### config.mk
export PLATFORM = sky130hd
export DESIGN_NAME = scr1_tcm_portb_arb
export DESIGN_NICKNAME = d
export VERILOG_FILES = /design/src/rtl/scr1_tcm_portb_arb.sv
export SDC_FILE = /design/constraint.sdc
export NUM_CORES = 1
export LEC_CHECK = 0
export CELL_PAD_IN_SITES_DETAIL_PLACEMENT = 1
export CELL_PAD_IN_SITES_GLOBAL_PLACEMENT = 2
export CORE_MARGIN = 4
export CORE_UTILIZATION = 10
export CTS_CLUSTER_DIAMETER = 60
export DETAILED_ROUTE_END_ITERATION = 8
export PLACE_DENSITY = 0.95
export SYNTH_ARGS = -nofsm -noshare
export SYNTH_HDL_FRONTEND = slang
export SYNTH_SLANG_ARGS = --single-unit
### constraint.sdc
create_clock -name clk -period 2.2 [get_ports clk]
set_input_delay 0.22 -clock clk [delete_from_list [all_inputs] [get_ports clk]]
set_output_delay 0.22 -clock clk [all_outputs]
set_load 0.01 [all_outputs]
### src/rtl/scr1_tcm_portb_arb.sv
// Port B arbiter for the TCM dual-port RAM.
// Requester 0 (core data) has fixed priority; requester 1 (debug/DMA loader)
// is guaranteed progress by a starvation counter. Read data is steered back
// to the requester that issued the read, one cycle after its grant.
module scr1_tcm_portb_arb #(
  parameter int SCR1_WIDTH   = 32,
  parameter int SCR1_SIZE    = 32'h00010000,
  parameter int SCR1_NBYTES  = SCR1_WIDTH / 8,
  parameter int STARVE_LIMIT = 4
) (
  input  logic                           clk,
  input  logic                           rst_n,
  // requester 0
  input  logic                           m0_req,
  input  logic                           m0_we,
  input  logic [$clog2(SCR1_SIZE)-3:0]   m0_addr,
  input  logic [SCR1_NBYTES-1:0]         m0_be,
  input  logic [SCR1_WIDTH-1:0]          m0_wdata,
  output logic                           m0_ack,
  output logic                           m0_rvalid,
  output logic [SCR1_WIDTH-1:0]          m0_rdata,
  // requester 1
  input  logic                           m1_req,
  input  logic                           m1_we,
  input  logic [$clog2(SCR1_SIZE)-3:0]   m1_addr,
  input  logic [SCR1_NBYTES-1:0]         m1_be,
  input  logic [SCR1_WIDTH-1:0]          m1_wdata,
  output logic                           m1_ack,
  output logic                           m1_rvalid,
  output logic [SCR1_WIDTH-1:0]          m1_rdata,
  // RAM port B
  output logic                           renb,
  output logic                           wenb,
  output logic [SCR1_NBYTES-1:0]         webb,
  output logic [$clog2(SCR1_SIZE)-3:0]   addrb,
  output logic [SCR1_WIDTH-1:0]          datab,
  input  logic [SCR1_WIDTH-1:0]          qb
);

  localparam logic [3:0] LIMIT = 4'(STARVE_LIMIT);

  logic       gnt0;
  logic       gnt1;
  logic       sel1;
  logic       g_we;
  logic [SCR1_NBYTES-1:0] g_be;
  logic [3:0] starve_cnt_reg;
  logic       rd_pend_reg;
  logic       rd_owner_reg;

  // Grant decision: m1 wins when alone or when it has waited STARVE_LIMIT cycles
  always_comb begin
    sel1 = m1_req & (~m0_req | (starve_cnt_reg == LIMIT));
    gnt1 = rst_n & sel1;
    gnt0 = rst_n & m0_req & ~sel1;
  end

  // Drive port B from the winner; with no grant the m0 fields pass through
  always_comb begin
    addrb = gnt1 ? m1_addr  : m0_addr;
    datab = gnt1 ? m1_wdata : m0_wdata;
    g_we  = gnt1 ? m1_we    : m0_we;
    g_be  = gnt1 ? m1_be    : m0_be;
    wenb  = (gnt0 | gnt1) & g_we;
    renb  = (gnt0 | gnt1) & ~g_we;
    webb  = wenb ? g_be : '0;
  end

  // Starvation counter and read-response tracking
  always_ff @(posedge clk) begin
    if (!rst_n) begin
      starve_cnt_reg <= '0;
      rd_pend_reg    <= 1'b0;
      rd_owner_reg   <= 1'b0;
    end else begin
      if (m1_req && !gnt1) begin
        starve_cnt_reg <= (starve_cnt_reg == LIMIT) ? LIMIT : starve_cnt_reg + 4'd1;
      end else begin
        starve_cnt_reg <= '0;
      end
      rd_pend_reg <= renb;
      if (renb) begin
        rd_owner_reg <= gnt1;
      end
    end
  end

  assign m0_ack    = gnt0;
  assign m1_ack    = gnt1;
  assign m0_rvalid = rd_pend_reg & ~rd_owner_reg;
  assign m1_rvalid = rd_pend_reg &  rd_owner_reg;
  // Both requesters see the RAM output; rvalid tells each whether it is theirs
  assign m0_rdata  = qb;
  assign m1_rdata  = qb;

endmodule
==> results of run 1 <==
critical path, cell delays in order (launching register included):
cell and delay (ns):
dfxtp_2 0.31, inv_2 0.06, ha_4 0.13, nand3b_1 0.16, a21oi_4 0.24, buf_12 0.15, buf_12 0.11, buf_16 0.13
mux2_4 0.30, buf_6 0.12
final cells by class:
cell class / count / area (um^2) / area share [%]
clock buffers: 3 / 75.07 / 2.339
inverters: 6 / 22.52 / 0.7018
repair buffers: 187 / 1879 / 58.56
well taps: 180 / 225.2 / 7.018
multi-input cells: 83 / 884.6 / 27.56
flip-flops and latches: 6 / 122.6 / 3.821
power breakdown:
part / internal [uW] / switching [uW] / leakage [uW] / total (uW)
Combinational: 377 / 178 / 0.00124 / 554
Clock: 233 / 60.6 / 0.0000370 / 294
Sequential: 113 / 1.68 / 0.0000497 / 114
Total: 722 / 240 / 0.00133 / 962
what timing repair did:
action / 4_1_cts / 5_1_grt
gates cloned: 7 / 0
resized for setup: 244 / 18
buffers inserted: 11 / 2
pin swaps: 4 / 0
setup endpoints to repair: 52 / 52
cells in the final DEF, fill, tap and decap left out, drive strengths merged, types with 2 or more instances in the layout:
master	synthesis	layout
clkdlybuf4s50	0	112
buf	69	74
mux2	46	46
nand2	6	6
inv	6	6
dfxtp	6	6
o22ai	5	5
nand4	4	4
nor3	4	4
nand3	4	4
clkbuf	1	3
a22o	2	2
and2	2	2
ha	2	2
logic make-up (layout without fill, tap and decap cells):
group,Yosys count,count (layout)
AO/OA/AOI/OAI,9,9
XOR/XNOR,2,2
adder cells (fa/ha/maj),2,2
buffers and inverters,76,196
flip-flops,6,6
multiplexers,46,46
AND/OR/NAND/NOR,24,24
per-layer routing:
layer	wire length [um]	vias up
met3	929	7
li1	-	748
met5	0	-
met4	70	0
met2	4269	103
met1	2619	760
path summary, 6_finish.rpt:
path | from | slack (ns) | end
min | qb[0] | 0.44 | m0_rdata[0]
max | starve_cnt_reg[1]$_SDFF_PP0_ | 0.02 | datab[8]
max reg2reg | starve_cnt_reg[1]$_SDFF_PP0_ | 0.42 | rd_pend_reg$_SDFF_PN0_
min reg2reg | starve_cnt_reg[0]$_SDFF_PP0_ | 0.53 | starve_cnt_reg[0]$_SDFF_PP0_
metrics by stage:
stage	cells	TNS, ns	power, uW	setup WS [ns]
after floorplan	165	0	379.3	0.5097
after global placement	447	-5.647	605.9	-0.1656
after detailed placement	447	-6.866	614.6	-0.1839
after CTS	467	-0.4689	970.8	-0.03561
after global routing	465	-2.190	1009	-0.08514
final	465	0	962.4	0.01967
==> flow_summary.json, run 1 <==
{
  "status": "finished, final reports clean",
  "antenna_left": 0,
  "ys_ff_latch": 6,
  "syn_avg_cell_area_um2": 8.728,
  "finalMaxSlewViolations": 0,
  "grt_pass1_vias": 1809,
  "gr-usage-met3_pct": 3.500,
  "start_kind": "flop",
  "die-area_um2": 16390,
  "worstSetupPathType": "reg -> out",
  "route.detailed.drc": 0,
  "die_height_um": 128.0,
  "cts.sinks": 6,
  "yosysMostFrequentCell": "buf_4",
  "htreeDepth": 1,
  "antenna_cells": 0,
  "worst-endpoint-arrival_ns": 1.96,
  "syn-cell-area_um2": 1440,
  "dieWidth_um": 128.0,
  "start_util_pct": 10.30,
  "fin_worst_skew_ns": 0.002040,
  "hold_path_depth": 0,
  "syn_to_final_growth_pct": 122.8,
  "vias_per_cell": 3.480,
  "yosys-top-cells-count": "buf_4 (66), mux2_2 (42), dfxtp_1 (6), inv_1 (6), nand2_1 (6)",
  "grt_overflow": 0,
  "numCtsBuffers": 3,
  "finalCritPeriodShare_pct": 99.11,
  "grt_max_degree": 13,
  "grt-busiest-layer": "met2",
  "relSlewSlack_pct": 83.77,
  "fin_area_um2": 3209,
  "synth_top_family_by_area": "buffers and inverters",
  "core_area_um2": 13990,
  "grt.total_usage_pct": 8.617,
  "synth_flop_cell": "dfxtp_1",
  "drt-initial-drc-count": 14,
  "vias": 1618,
  "grt_setup_unrepaired": "true",
  "ys_seq_area_share_pct": 8.341,
  "grt_use_met2_pct": 16.79,
  "drt_pass1_iterations": 2,
  "wire_per_inst_um": 16.96,
  "drive_gt1_share_pct": 45.61,
  "grt_use_met1_pct": 8.551,
  "maxCapViolCount": 0,
  "yosysTopAreaCell": "buf_4",
  "ir_worst_vdd_v": 0.0001575,
  "fin_nets": 427,
  "cts_root_buf": "clkbuf_16",
  "largest_reg_flops": 4,
  "synthTopCellsByArea": "buf_4 (34%), mux2_2 (33%), dfxtp_1 (8.3%)",
  "nFillCells": 1609,
  "routabilityCongestion": 0.8014,
  "fin_crit_ns": 2.180,
  "synth_top_area_share_pct": 34.40,
  "max_freq_ghz": 0.4586,
  "setup_violations": 0,
  "drt-total-wl_um": 7888,
  "yosys.area_share.adder_pct": 1.738,
  "yosys_warnings": 0,
  "r2r_cells": 10,
  "ys_async_sr_fraction_pct": 0,
  "synth_cells": 165,
  "worst_pin_slew_ns": 0.2427,
  "synth_cell_types": 23,
  "antenna_found_initial": 0,
  "path_clk_slew_ns": 0.03,
  "ctsHoldBuffers": 0,
  "p_leak_uw": 0.001329,
  "required_ns": 1.98,
  "synth-compound-area-share_pct": 5.213,
  "cp_max_fo": 6,
  "holdWs_ns": 0.4400,
  "synthMuxAreaShare_pct": 35.97,
  "end_kind": "output port",
  "synth_nets": 305,
  "num_io_pins": 258,
  "rows": 43,
  "cts_tree": "built",
  "final_core_util_pct": 22.94,
  "io_buffers": 161,
  "cts_buffer_depth": 2,
  "synth_edf_count": 0,
  "post-dp-hpwl_um": 5666,
  "placed_cell_area_um2": 2839,
  "hold_viol_final": 0,
  "grt_pass1_wl_um": 10620,
  "clk-insertion-delay-late_ns": 0.23,
  "synth-xor-area-share_pct": 1.216,
  "synth_simple_gate_area_share_pct": 8.949,
  "hp-class": "in -> out",
  "powerDensity_nw_per_um2": 299.9
}
No activity file was read; power rests on OpenSTA's default activity.
==> inputs of run 2 (changes only) <==
--- a/config.mk
+++ b/config.mk
@@ -11,6 +11,7 @@
 export CORE_UTILIZATION = 10
 export CTS_CLUSTER_DIAMETER = 60
 export DETAILED_ROUTE_END_ITERATION = 8
+export GPL_ROUTABILITY_DRIVEN = 0
 export PLACE_DENSITY = 0.95
 export SYNTH_ARGS = -nofsm -noshare
 export SYNTH_HDL_FRONTEND = slang
==> results of run 2 <==
No change in the layout: final DEF, timing and power equal those of run 1.
==> edit 1, RTL diff (settings of run 2) <==
The parameter `SCR1_WIDTH` goes from 32 to 28.
--- a/src/rtl/scr1_tcm_portb_arb.sv
+++ b/src/rtl/scr1_tcm_portb_arb.sv
@@ -3,7 +3,7 @@
 // is guaranteed progress by a starvation counter. Read data is steered back
 // to the requester that issued the read, one cycle after its grant.
 module scr1_tcm_portb_arb #(
-  parameter int SCR1_WIDTH   = 32,
+  parameter int SCR1_WIDTH   = 28,
   parameter int SCR1_SIZE    = 32'h00010000,
   parameter int SCR1_NBYTES  = SCR1_WIDTH / 8,
   parameter int STARVE_LIMIT = 4
Ports: changed (9 resized); port bits go from 258 to 231. The function was not compared with the original's and may differ.
==> edit 1 against run 2 <==
- worst setup slack lost 0.017 ns
- sequential cell count unchanged
- wire length fell by 17%
- combinational power fell by 17%
- synthesized area is 2.0% lower
- synthesized cell count down 9.7%
- critical endpoint is now addrb[6]
- total power shrank 10%
- via count shrank 9.6%
- clock skew fell by 0.00079 ns
- count of clock-buffer cells in the layout is the same
- cell area fell by 11%
- highest routed layer unchanged
- largest power group unchanged
==> edit 1: results (changes against run 2) <==
- Routed vias: 1463 (was 1618)
- Initial DRC count: 12 (was 14)
- Routed wire length: 6570 um (was 7890 um)
- Met3 global-route usage: 3.28% (was 3.50%)
- Placed instance count: 424 (was 447)
- Setup Skew: 0.00125 ns (was 0.00204 ns)
- Metal-1 WL: 2230 um (was 2620 um)
- Leak Pwr: 0.00117 uW (was 0.00133 uW)
- Share of cells above drive strength 1: 45.4% (was 45.6%)
- Synth unique cells: 26 (was 23)
- Port bufs: 146 (was 161)
- Int Pwr: 655 uW (was 722 uW)
- Global-route wire length before repair: 9230 um (was 10600 um)
- Area contributors post-synth: buf_4 30%, mux2_2 21%, mux2_4 17%, dfxtp_1 8.5%, buf_8 3.2% (was buf_4 34%, mux2_2 33%, dfxtp_1 8.3%, mux2_1 3.1%, buf_6 2.3%)
- Top cells by count, synth: 56 x buf_4, 26 x mux2_2, 16 x mux2_4 (was 66 x buf_4, 42 x mux2_2, 6 x dfxtp_1, 6 x inv_1, 6 x nand2_1)
- Routed met2 length: 3480 um (was 4270 um)
- Gr usage total: 7.24% (was 8.62%)
- Clk pwr: 286 uW (was 294 uW)
- Largest net degree at the start of global routing: 14 (was 13)
- Clock power frac: 33.2% (was 30.5%)
- M1 GR Usage: 6.98% (was 8.55%)
- Slew margin rel.: 86.8% (was 83.8%)
- Detailed-placement wirelength estimate: 5000 um (was 5670 um)
- Number of global-route vias before repair: 1735 (was 1809)
- # fillers: 1615 (was 1609)
- Synth Instances: 149 (was 165)
- Status: finished clean (unchanged)
- Synthesized Nets: 275 (was 305)
- Placement Cell Area: 0.00271 mm^2 (was 0.00284 mm^2)
- FF-to-FF path depth: 9 (was 10)
- Nets: 388 (was 427)
- Fin cells: 440 (was 465)
- Crit path arrival time: 1.98 ns (was 1.96 ns)
==> edit 1: changes by cell type in the layout (fill, tap and decap cells not counted), sizes merged, moves of 4 or more <==
| cell | change |
|---|---|
| buf | -43 |
| clkdlybuf4s15 | +4 |
| mux2 | -4 |
| clkbuf | +30 |
| clkdlybuf4s50 | -10 |
==> edit 1: worst max-delay path, cell delays in order (launching register included) <==
cell and delay, ns:
dfxtp_1 0.32, inv_2 0.07, ha_4 0.14, nand3b_4 0.09, a21oi_4 0.19, buf_6 0.12, buf_12 0.14, clkbuf_16 0.16
buf_4 0.11, mux2_4 0.29, clkbuf_2 0.13
==> edit 1: cell families after synthesis <==
kind of cell / after synthesis / share of synthesized area, %
buffers and inverters: 67 / 36.3
muxes: 42 / 37.8
and+or+nand+nor: 22 / 9.58
AOI/OAI and AO/OA: 8 / 4.88
DFF: 6 / 8.51
xor gates and xnor gates: 2 / 1.24
adders and majority gates: 2 / 1.77
==> edit 1: path summary, 6_finish.rpt <==
path	start	end	slack [ns]
max	starve_cnt_reg[1]$_SDFF_PP0_	addrb[6]	0.003
min	qb[4]	m0_rdata[4]	0.44
max reg2reg	starve_cnt_reg[1]$_SDFF_PP0_	rd_pend_reg$_SDFF_PN0_	0.59
min reg2reg	starve_cnt_reg[0]$_SDFF_PP0_	starve_cnt_reg[0]$_SDFF_PP0_	0.53
==> edit 1: cell type report <==
type                            instances  area, um^2  area share (%)
Clock buffer                            3        75.1            2.63
Inverter                                6        22.5           0.789
Multi-Input combinational cell         76         801            28.0
Sequential cell                         6         121            4.25
Tap cell                              180         225            7.89
Timing Repair Buffer                  169        1610            56.4
==> edit 1: what timing repair did <==
action                                  CTS  global route
buffers inserted                          3             5
gates resized for setup                  88            63
pin swaps                                 1             1
endpoints found under the setup margin   43            40
gates cloned                              3             3
==> edit 2, RTL diff (config.mk and constraints of run 2) <==
Without the edit above. Reset style: asynchronous (`rst_n`), changed in one clocked block.
--- a/src/rtl/scr1_tcm_portb_arb.sv
+++ b/src/rtl/scr1_tcm_portb_arb.sv
@@ -67,7 +67,7 @@
   end
 
   // Starvation counter and read-response tracking
-  always_ff @(posedge clk) begin
+  always_ff @(posedge clk or negedge rst_n) begin
     if (!rst_n) begin
       starve_cnt_reg <= '0;
       rd_pend_reg    <= 1'b0;
Check against the original RTL: differs if rst_n is asserted again (counterexample within 4 cycles, from zero or initial values and one cycle with rst_n low); with rst_n held inactive, the same outputs for 10 cycles.
==> edit 2 against run 2 <==
- the run now ends with setup timing left
- synthesized area increased by 2.3%
- register-to-register slack worse by 0.13 ns
- combinational power up 5.4%
- clock power hardly changed
- wire length down 13%
- cell area barely moved
- critical path depth decreased by 1
- sequential cell count did not move
- worst setup slack worse by 0.062 ns
- total power grew 3.9%
- die area is 2.2% higher
- fmax is 2.8% lower
- critical path type unchanged
- critical endpoint is now datab[3]
- largest cell class unchanged
- largest power group unchanged
==> edit 2: results (changes against run 2) <==
- Leak Pwr: 0.00138 uW (was 0.00133 uW)
- DR WL met3: 717 um (was 929 um)
- Placed instance count: 449 (was 447)
- Area contributors post-synth: buf_4 33%, mux2_2 28%, dfrtp_1 10%, mux2_4 10%, a22o_1 2.4% (was buf_4 34%, mux2_2 33%, dfxtp_1 8.3%, mux2_1 3.1%, buf_6 2.3%)
- Share of cells above drive strength 1: 44.4% (was 45.6%)
- Grt met2 use: 14.8% (was 16.8%)
- Maximum vdd drop: 0.202 mV (was 0.157 mV)
- Initial DRC count: 13 (was 14)
- Clock power frac: 29.4% (was 30.5%)
- Gr usage total: 7.35% (was 8.62%)
- Post-Synth Adder-Cell Area: 1.70% (was 1.74%)
- # fillers: 1654 (was 1609)
- Postcts setup bufs: 6 (was 11)
- Slew margin rel.: 82.7% (was 83.8%)
- Pre-CTS setup slack: -0.168 ns (was -0.184 ns)
- Comb pwr share: 58.4% (was 57.6%)
- Vias/cell: 3.36 (was 3.48)
- Final setup viols: 17 (was 0)
- Metal-1 WL: 2180 um (was 2620 um)
- Met3 global-route usage: 2.47% (was 3.50%)
- Int Pwr: 752 uW (was 722 uW)
- Synth unique cells: 27 (was 23)
- Synth Instances: 161 (was 165)
- Xor/xnor cell area share of the yosys netlist: 0% (was 1.22%)
- Compound-gate portion of the synthesized area: 6.11% (was 5.21%)
- Critical-path top delay cell: dfrtp_1 (was dfxtp_2)
- CP max FO: 10 (was 6)
- P_comb: 584 uW (was 554 uW)
- Post-cts repair resize count: 238 (was 244)
- Failing checks: setup timing
- CORE AREA: 0.0145 mm^2 (was 0.0140 mm^2)
- M1 GR Usage: 7.14% (was 8.55%)
- Status: finished, violations left (was finished clean)
- Synthesized Nets: 301 (was 305)
- Largest net degree at the start of global routing: 15 (was 13)
- Routed wire length: 6870 um (was 7890 um)
- Routed met2 length: 3920 um (was 4270 um)
- Setup Skew: 0.000391 ns (was 0.00204 ns)
- Mux share of post-synthesis cell area: 38.4% (was 36.0%)
- Post-synthesis sequential area ratio: 10.2% (was 8.34%)
- Detailed-placement wirelength estimate: 5800 um (was 5670 um)
- Fin worst setup slack: -0.0423 ns (was 0.0197 ns)
-- edit 2: cell types whose count changed in the layout (fill, tap and decap cells not counted), moves of 4 or more --
| cell | run 2 | this run |
|---|---|---|
| nand4_1 | 4 | 0 |
| mux2_4 | 27 | 34 |
| mux2_2 | 18 | 12 |
| buf_2 | 23 | 12 |
| clkdlybuf4s50_1 | 112 | 107 |
| dfrtp_1 | 0 | 6 |
| dlygate4sd2_1 | 0 | 6 |
| o22ai_1 | 5 | 1 |
| dfxtp_1 | 4 | 0 |
| nor2_1 | 0 | 4 |
| buf_6 | 26 | 34 |
-- edit 2: cell type report --
type                       instances  share of cell area, %
timing repair buffer             182                   57.5
multi-input combinational         80                   27.6
tap                              184                   7.18
sequential                         6                   4.68
clock buffer                       3                   2.34
inverter                           6                  0.702
-- edit 2: through the flow --
stage,utilization (%),TNS [ns],area [um^2]
4_1_cts,21.6,-1.94,3120
6_report,22.2,-0.367,3210
5_1_grt,22.2,-2.01,3210
2_1_floorplan,-,0,1470
3_3_place_gp,20.1,-4.95,2910
3_5_place_dp,20.1,-5.72,2910
-- edit 2: path summary, 6_finish.rpt --
kind | depth (start not counted) | from | to | slack, ns
setup / recovery | 8 | starve_cnt_reg[0]$_DFF_PN0_ | datab[3] | -0.04
hold / removal | 2 | rst_n | rd_pend_reg$_DFF_PN0_ | 0.38
setup reg to reg | 8 | starve_cnt_reg[0]$_DFF_PN0_ | starve_cnt_reg[2]$_DFF_PN0_ | 0.29
hold reg to reg | 2 | starve_cnt_reg[0]$_DFF_PN0_ | starve_cnt_reg[0]$_DFF_PN0_ | 0.57
max in group asynchronous | 2 | rst_n | starve_cnt_reg[1]$_DFF_PN0_ | 1.68
min in group clk | 0 | qb[16] | m0_rdata[16] | 0.44
